## config.mk

```make
export PLATFORM = sky130hd
export DESIGN_NAME = priority_arbiter
export DESIGN_NICKNAME = d
export VERILOG_FILES = /design/src/rtl/priority_arbiter.sv
export SDC_FILE = /design/constraint.sdc
export NUM_CORES = 1
export LEC_CHECK = 0
export BUFFER_PORTS_ARGS = -buffer_cell sky130_fd_sc_hd__buf_2
export CAP_MARGIN = 20
export CORE_MARGIN = 4
export CORE_UTILIZATION = 53
export CTS_CLUSTER_DIAMETER = 200
export DETAILED_ROUTE_END_ITERATION = 7
export GPL_TIMING_DRIVEN = 0
export PLACE_DENSITY = 0.77
export SLEW_MARGIN = 25
export SYNTH_ARGS = -nofsm -noshare
export SYNTH_HDL_FRONTEND = slang
export SYNTH_SLANG_ARGS = --single-unit
export TNS_END_PERCENT = 1
```

## constraint.sdc

```tcl
create_clock -name clk -period 3.9 [get_ports clk]
set_clock_uncertainty 0.2 [all_clocks]
set_input_delay 0.39 -clock clk [delete_from_list [all_inputs] [get_ports clk]]
set_output_delay 0.39 -clock clk [all_outputs]
set_load 0.01 [all_outputs]
```

## src/rtl/priority_arbiter.sv

```systemverilog
// Registered N-input arbiter: fixed priority or round-robin, one grant at a time.
// The grant is latched and held on a valid/ready handshake until the consumer accepts it.
module priority_arbiter #(
  parameter int  N           = 8,
  parameter int  ROUND_ROBIN = 1,
  parameter int  HIGH_FIRST  = 1,
  localparam int IDX_W       = $clog2(N)
) (
  input  logic             clk,
  input  logic             rst,
  input  logic [N-1:0]     req,
  output logic             gnt_valid,
  input  logic             gnt_ready,
  output logic [IDX_W-1:0] gnt_code,
  output logic [N-1:0]     gnt_onehot
);

  localparam int SCAN_W = IDX_W + 1;
  // Reset pointer makes the first round-robin scan identical to fixed priority.
  localparam logic [IDX_W-1:0] PTR_RST = (HIGH_FIRST != 0) ? '0 : IDX_W'(N - 1);

  typedef enum logic {IDLE, GRANT} state_t;

  state_t             state_q, state_d;
  logic [IDX_W-1:0]   ptr_q, ptr_d;
  logic [IDX_W-1:0]   gnt_code_q, gnt_code_d;
  logic [N-1:0]       gnt_onehot_q, gnt_onehot_d;
  logic               gnt_valid_q, gnt_valid_d;

  logic [IDX_W-1:0]   base;
  logic [SCAN_W-1:0]  scan;
  logic               sel_found;
  logic [IDX_W-1:0]   sel_idx;
  logic [N-1:0]       sel_onehot;

  // On a transfer the just-served code is the new pointer, so search from it directly.
  always_comb begin
    base = PTR_RST;
    if (ROUND_ROBIN != 0) begin
      base = (state_q == GRANT) ? gnt_code_q : ptr_q;
    end
  end

  always_comb begin
    sel_found = 1'b0;
    sel_idx   = '0;
    scan      = '0;
    for (int k = 1; k <= N; k++) begin
      if (HIGH_FIRST != 0) begin
        scan = {1'b0, base} + SCAN_W'(N) - SCAN_W'(k);
      end else begin
        scan = {1'b0, base} + SCAN_W'(k);
      end
      if (scan >= SCAN_W'(N)) begin
        scan = scan - SCAN_W'(N);
      end
      if (!sel_found && req[scan[IDX_W-1:0]]) begin
        sel_found = 1'b1;
        sel_idx   = scan[IDX_W-1:0];
      end
    end
    sel_onehot = N'(1) << sel_idx;
  end

  always_comb begin
    state_d      = state_q;
    ptr_d        = ptr_q;
    gnt_code_d   = gnt_code_q;
    gnt_onehot_d = gnt_onehot_q;
    gnt_valid_d  = gnt_valid_q;
    case (state_q)
      IDLE: begin
        if (|req) begin
          gnt_code_d   = sel_idx;
          gnt_onehot_d = sel_onehot;
          gnt_valid_d  = 1'b1;
          state_d      = GRANT;
        end
      end
      GRANT: begin
        if (gnt_ready) begin
          if (ROUND_ROBIN != 0) begin
            ptr_d = gnt_code_q;
          end
          if (|req) begin
            gnt_code_d   = sel_idx;
            gnt_onehot_d = sel_onehot;
          end else begin
            gnt_valid_d  = 1'b0;
            gnt_onehot_d = '0;
            state_d      = IDLE;
          end
        end
      end
      default: state_d = IDLE;
    endcase
  end

  always_ff @(posedge clk or posedge rst) begin
    if (rst) begin
      state_q      <= IDLE;
      ptr_q        <= PTR_RST;
      gnt_code_q   <= '0;
      gnt_onehot_q <= '0;
      gnt_valid_q  <= 1'b0;
    end else begin
      state_q      <= state_d;
      ptr_q        <= ptr_d;
      gnt_code_q   <= gnt_code_d;
      gnt_onehot_q <= gnt_onehot_d;
      gnt_valid_q  <= gnt_valid_d;
    end
  end

  assign gnt_valid  = gnt_valid_q;
  assign gnt_code   = gnt_code_q;
  assign gnt_onehot = gnt_onehot_q;

endmodule

```

# Word level (Yosys, flattened, before mapping)
# Cells that the tools add are included.
# Widths: inputs -> output; s select.
# word_totals
in_bits	11
output_inout_bits	12
word_cells	115
reg_bits	16
# op_classes
add_sub_neg	17
eq_ne	3
shift	1
bitwise	1
n_lt_le_gt_ge	16
n_mux	54
reduce_logical	18
# op_table
operator	count
$mux 3	19
$ge 4x4->1 const B	8
$lt 3x4->1 const B	8
$bmux 1 s3	8
$mux 8	3
$sub 3x1->3 const B	8
$mux 1	20
$pmux 8 s2	1
$sub 4x3->4 const B	4
$reduce_or 8->1	1
$shl 1x3->8 const A	1
$sub 4x2->4 const B	2
$logic_and 1x1->1	7
$logic_not 1->1	7
$ne 2x2->1 const B	3
$pmux 3 s2	1
$add 3x4->4 const B	1
$pmux 1 s2	2
$reduce_and 2->1	2
$sub 4x1->4 const B	1
$sub 4x4->4 const B	1
$reduce_and 3->1	1
$not 1->1	1

# Depth between registers and ports, before layout
# depth
ltp_word	33
mapped_depth	13
mapped_depth_nobuf	10

# Least setup slack after synthesis
# No wires, ideal clock.
# synth_timing
kind	register to register
start	register state_q
end	register gnt_onehot_q[7] (netlist: gnt_onehot[7])
slack_ps	180
period_less_slack_ps	3720
t_arrival_ps	3443
t_required_ps	3623
setup_time_ps	77
n_path_buf	3
stages_incl_launch_ff	13
cell_sequence	dfrtp_1 > buf_6 > mux2i_1 > clkbuf_1 > ha_1 > clkbuf_1 > inv_1 > mux4_2 > nand2b_1 > and2_4 > a2111oi_4 > or3b_1 > o21ai_1
# synth_via
elab_chain_len	33
word_cells_on_any_way	88
cone_classes	add/sub: 17; order compare: 8; eq/ne: 2; shift: 1; mux: 44; bitwise: 1; reduce/logical: 15
# synth_lines
item	line	rtl
start: declaration	24	state_t state_q, state_d;
start signal: assignment	107	state_q <= state_d;
$mux 3	40	base = (state_q == GRANT) ? gnt_code_q : ptr_q;
$add 3x4->4	-	
$sub 4x1->4	50	scan = {1'b0, base} + SCAN_W'(N) - SCAN_W'(k);
$ge 4x4->1 / $sub 3x1->3 (equally long branches)	54, 55	
$mux 3	54	if (scan >= SCAN_W'(N)) begin
$bmux 1 s3	57	if (!sel_found && req[scan[IDX_W-1:0]]) begin
$mux 1 (not written as such)	57	
$mux 1	57	
[... 17 more ...]	-	
$mux 1	57	
$logic_not 1->1	57	
$logic_and 1x1->1	57	
$mux 3	57	
$shl 1x3->8	62	sel_onehot = N'(1) << sel_idx;
$mux 8	85	if (|req) begin
$mux 8	81	if (gnt_ready) begin
$pmux 8 s2	71	case (state_q)
end signal: assignment	110	gnt_onehot_q <= gnt_onehot_d;
end: declaration	27	logic [N-1:0] gnt_onehot_q, gnt_onehot_d;
# Parallel ways exist; a longest one is shown, timed or not. The select of a mux whose other input is x is not followed.
# A chain may end at the register's enable or synchronous reset.

# Final worst setup path
# layout_timing
start	register state_q
end	register gnt_onehot_q[6] (netlist: gnt_onehot[6])
# The elaborated chain is that of the path after synthesis.

==> summary by stage <==
Outcome
The run finished with clean final reports.

Detailed routing
The via count normalized by instance count is 6.65. The met2 wirelength from detailed routing is around 2300 um. The routed wirelength normalized by instance count is 18.8 um. For this run, design rule violations remaining after detail routing come to 0. The remaining antenna violation count after routing is 0. The highest metal layer carrying signal wires in the routed design is met4. The number of violations reported at the end of detailed-routing iteration 0 is between 90 and 100. Summed over all layers, the routed wires come to 4580 um. The routed via count is between 1500 and 2000. Before antenna repair, the detailed router went through 6 iterations. The length of routed met3 wiring is around 200 um.

The detailed-routing wirelength on met1 is approximately 2000 um.

Worst hold path
The class of the worst hold path is in2reg.

Setup path
The endpoint class of the critical path is a flip-flop. The slowest cell on the critical path is mux4_1. The signal on the critical path passes through buf_6, mux2i_2, clkbuf_4, ha_2, inv_2, buf_4, mux4_1, o21a_1, a221o_1, a32oi_2, inv_2, a32o_1.

The endpoint required time on the critical path is between 3000 and 4000 ps. The largest single stage delay on the critical path is roughly 600 ps. The classification of the worst setup path is reg2reg.

Data on the critical path arrives at its endpoint at ~3800 ps. The biggest fanout along the worst timing path is 10. The cell seen most often among critical-path stages is inv_2. STA classifies the critical path startpoint as a flip-flop.

Timing
The achievable frequency is around 0.27 GHz. The final critical path takes up between 90% and 100% of the cycle. The final hold slack is roughly 200 ps. The final-report max-slew violation count is 0.

The final count of hold timing violations is 0. The count of final setup violators is 0. At the pin with the least slew margin, the transition time is about 660 ps. The headroom to the max-slew limit is 56.0%. The worst setup slack after layout is about 130 ps. The time the worst path needs with I/O delays and setup is around 3800 ps.

Power
The worst vdd rail ir drop is between 500 and 600 uV. The switching portion of total power is ~48%. The part of the total power dissipated in the clock network is approximately 5%. The portion of total power attributed to sequential cells is 11.7%. The relative contribution of combinational cells to total power is ~83%. Cell internal power was estimated by the tool at between 0.001 and 0.0015 W. The reported net switching power is 0.00109 W. The leakage power total is just under 0.9 nW. In this run the power density over the cells is 1100 nW/um2.

Synthesis
The area fraction of the dominant cell type after synthesis is a little under a quarter. Counting flops with a built-in enable in the synthesized netlist gives 0. The share of synthesized registers carrying an async set or reset is 100%. The number of warnings reported in the yosys synthesis log is 0.

The cell taking the most area after synthesis is dfrtp_1. The unique cell type count in the Yosys netlist is 48. The average instance in the mapped netlist occupies 10.6 um2. In this run, synthesis produced a sequential element count of 16.

When the netlist entered floorplanning its net count stood at approximately 180. The fraction of the yosys area taken by sequential cells is ~23%. The synthesized netlist occupies a cell area of 1760 um2. The cell count after synthesis is 165.

Among all flip-flop cells after synthesis, the most frequent one is dfrtp_1. Ranked by total cell area, the synthesized netlist is headed by dfrtp_1 (23%), mux4_2 (13%), mux2i_1 (11%).

Layout
In the layout the commonest cells are buf_2 (23), mux2i_1 (18), nand2_1 (17), dfrtp_1 (16). Once layout is complete, the utilization of the core stands at approximately 67%. The total area of multi-input combinational cells is 1320 um2. The count of antenna diodes in the layout is 0. The area growth from synthesis to final layout is 18.2%. The fraction of final layout cells sized beyond drive strength 1 is about two fifths. The total of fill cells in the finished design is around 260. The most common cell after layout, fill and taps aside is buf_2. The final instance area is roughly 2100 um2.

The sequential cells in the finished layout cover a total of around 400 um2. The final layout net count is 213.

Clock tree
CTS built an H-tree with a depth of 1. The clock tree root driver cell is clkbuf_4. The clock tree from TritonCTS is built. The register clock-pin slew on the reported worst setup and hold paths is ~100 ps. The clock sink count is 16. The clock latency on the worst-skew pair is 300 ps. The TritonCTS buffer count is 3.

The clock passes through at most 2 buffers.

Placement
The cell area after placement is 1920 um2. Before CTS, the worst setup slack after placement is -356 ps. During placement, the flow inserted port buffers numbering 22. The placed wire-length estimate is 3280 um. The congestion estimate from routability-driven global placement came to roughly 0.85.

Global route
The number of antenna violations at the first check in global routing is 0. The global-route wire length before repair is 7070 um. After global routing the overflow that remains totals 0. The number of global-route vias before repair came to 1421.

The pin count of the biggest net entering global routing is 17. Across every metal layer, demand over resource in global routing totals 21.2%.

Die
Pin placement for this block handled 23 I/O pins. In this run the core area contains 20 standard-cell rows. In this run the standard cell core region covers ~3100 um2. The vertical extent of the die is approximately 66 um.

The die footprint is about 4300 um2. The starting utilization of the core area is approximately 57%. The x dimension of the die is around 66 um.

Flow run
The tool flagged a number of max-cap violations equal to 0.
worst max-delay path, delay by kind of cell (launching register included):
kind	cells	cell delay [ps]
compound gates	4	1120
mux	2	890
buf+inv	5	720
flops	1	360
fa+ha+maj	1	360
layer usage:
layer  up-vias  GRT usage (%)
met5         -              0
met4         0           6.99
met3        11           3.59
met2        51           34.8
met1       807           28.4
li1        746              -
through the flow:
step | std cells | total power (W) | TNS, ps
2_1_floorplan | 165 | 0.00158 | 0
4_1_cts | 238 | 0.00210 | 0
5_1_grt | 243 | 0.00243 | -20.1
3_3_place_gp | 231 | 0.00185 | -1530
3_5_place_dp | 231 | 0.00191 | -2610
6_report | 243 | 0.00228 | 0
final cells by class:
class | instances | area share [%]
sequential | 16 | 19.3
clock buffer | 4 | 1.75
timing repair buffer | 31 | 8.86
tap | 44 | 2.65
inverter | 8 | 1.57
buffer | 5 | 2.23
multi-input combinational | 135 | 63.7
cell families (layout without fill, tap and decap cells):
kind of cell | Yosys count | after routing | share of synthesized area [%]
multiplexers | 45 | 45 | 38.2
AO/OA/AOI/OAI | 43 | 43 | 18.7
buffers and inverters | 14 | 48 | 4.49
adder cells (fa/ha/maj) | 2 | 2 | 1.43
XOR/XNOR | 2 | 2 | 0.998
AND/OR/NAND/NOR | 43 | 43 | 13.4
flip-flops | 16 | 16 | 22.8
registers in the layout, summed over array words and instances, names as in the netlist:
name / cells
ptr_q: 3
gnt_valid: 1
state_q: 1
gnt_onehot: 8
gnt_code: 3
synthesized netlist by cell type (3+ instances only):
| cell | number |
|---|---|
| a32o_1 | 4 |
| mux2_2 | 10 |
| mux4_2 | 10 |
| o21ai_1 | 6 |
| buf_6 | 3 |
| mux4_1 | 4 |
| nand3_1 | 4 |
| nand2_1 | 17 |
| nor2_1 | 5 |
| o31ai_1 | 5 |
| a21oi_1 | 5 |
| nor4_1 | 4 |
| inv_1 | 5 |
| mux2i_1 | 19 |
| o21ai_0 | 6 |
| dfrtp_1 | 16 |
worst paths after layout:
kind	from	endpoint	slack, ps	cells after the start
setup / recovery	state_q	gnt_onehot[6]	130	12
hold / removal	gnt_ready	gnt_valid	200	4
setup reg to reg	state_q	gnt_onehot[6]	130	12
hold reg to reg	gnt_onehot[3]	gnt_onehot[3]	290	2
max in group asynchronous	rst	gnt_code[1]	2600	3
min in group asynchronous	rst	gnt_code[2]	500	3
what timing repair did:
| action | 4_1_cts | 5_1_grt |
|---|---|---|
| hold buffers | 1 | 0 |
| endpoints found under the setup margin | 11 | 9 |
| gates cloned | 0 | 0 |
| gates resized for setup | 5 | 7 |
| hold endpoints to repair | 16 | 0 |
| setup buffers | 3 | 5 |
| pin swaps | 1 | 2 |
power by group through the flow:
stage	Clock, W	Sequential, W	Combinational [W]
final	0.000115	0.000266	0.00190
after floorplan	0	0.000276	0.00131
after global routing	0.000127	0.000273	0.00203
after global placement	0	0.000261	0.00159
after detailed placement	0	0.000267	0.00164
after CTS	0.000114	0.000263	0.00172
No activity file was read; power rests on OpenSTA's default activity.
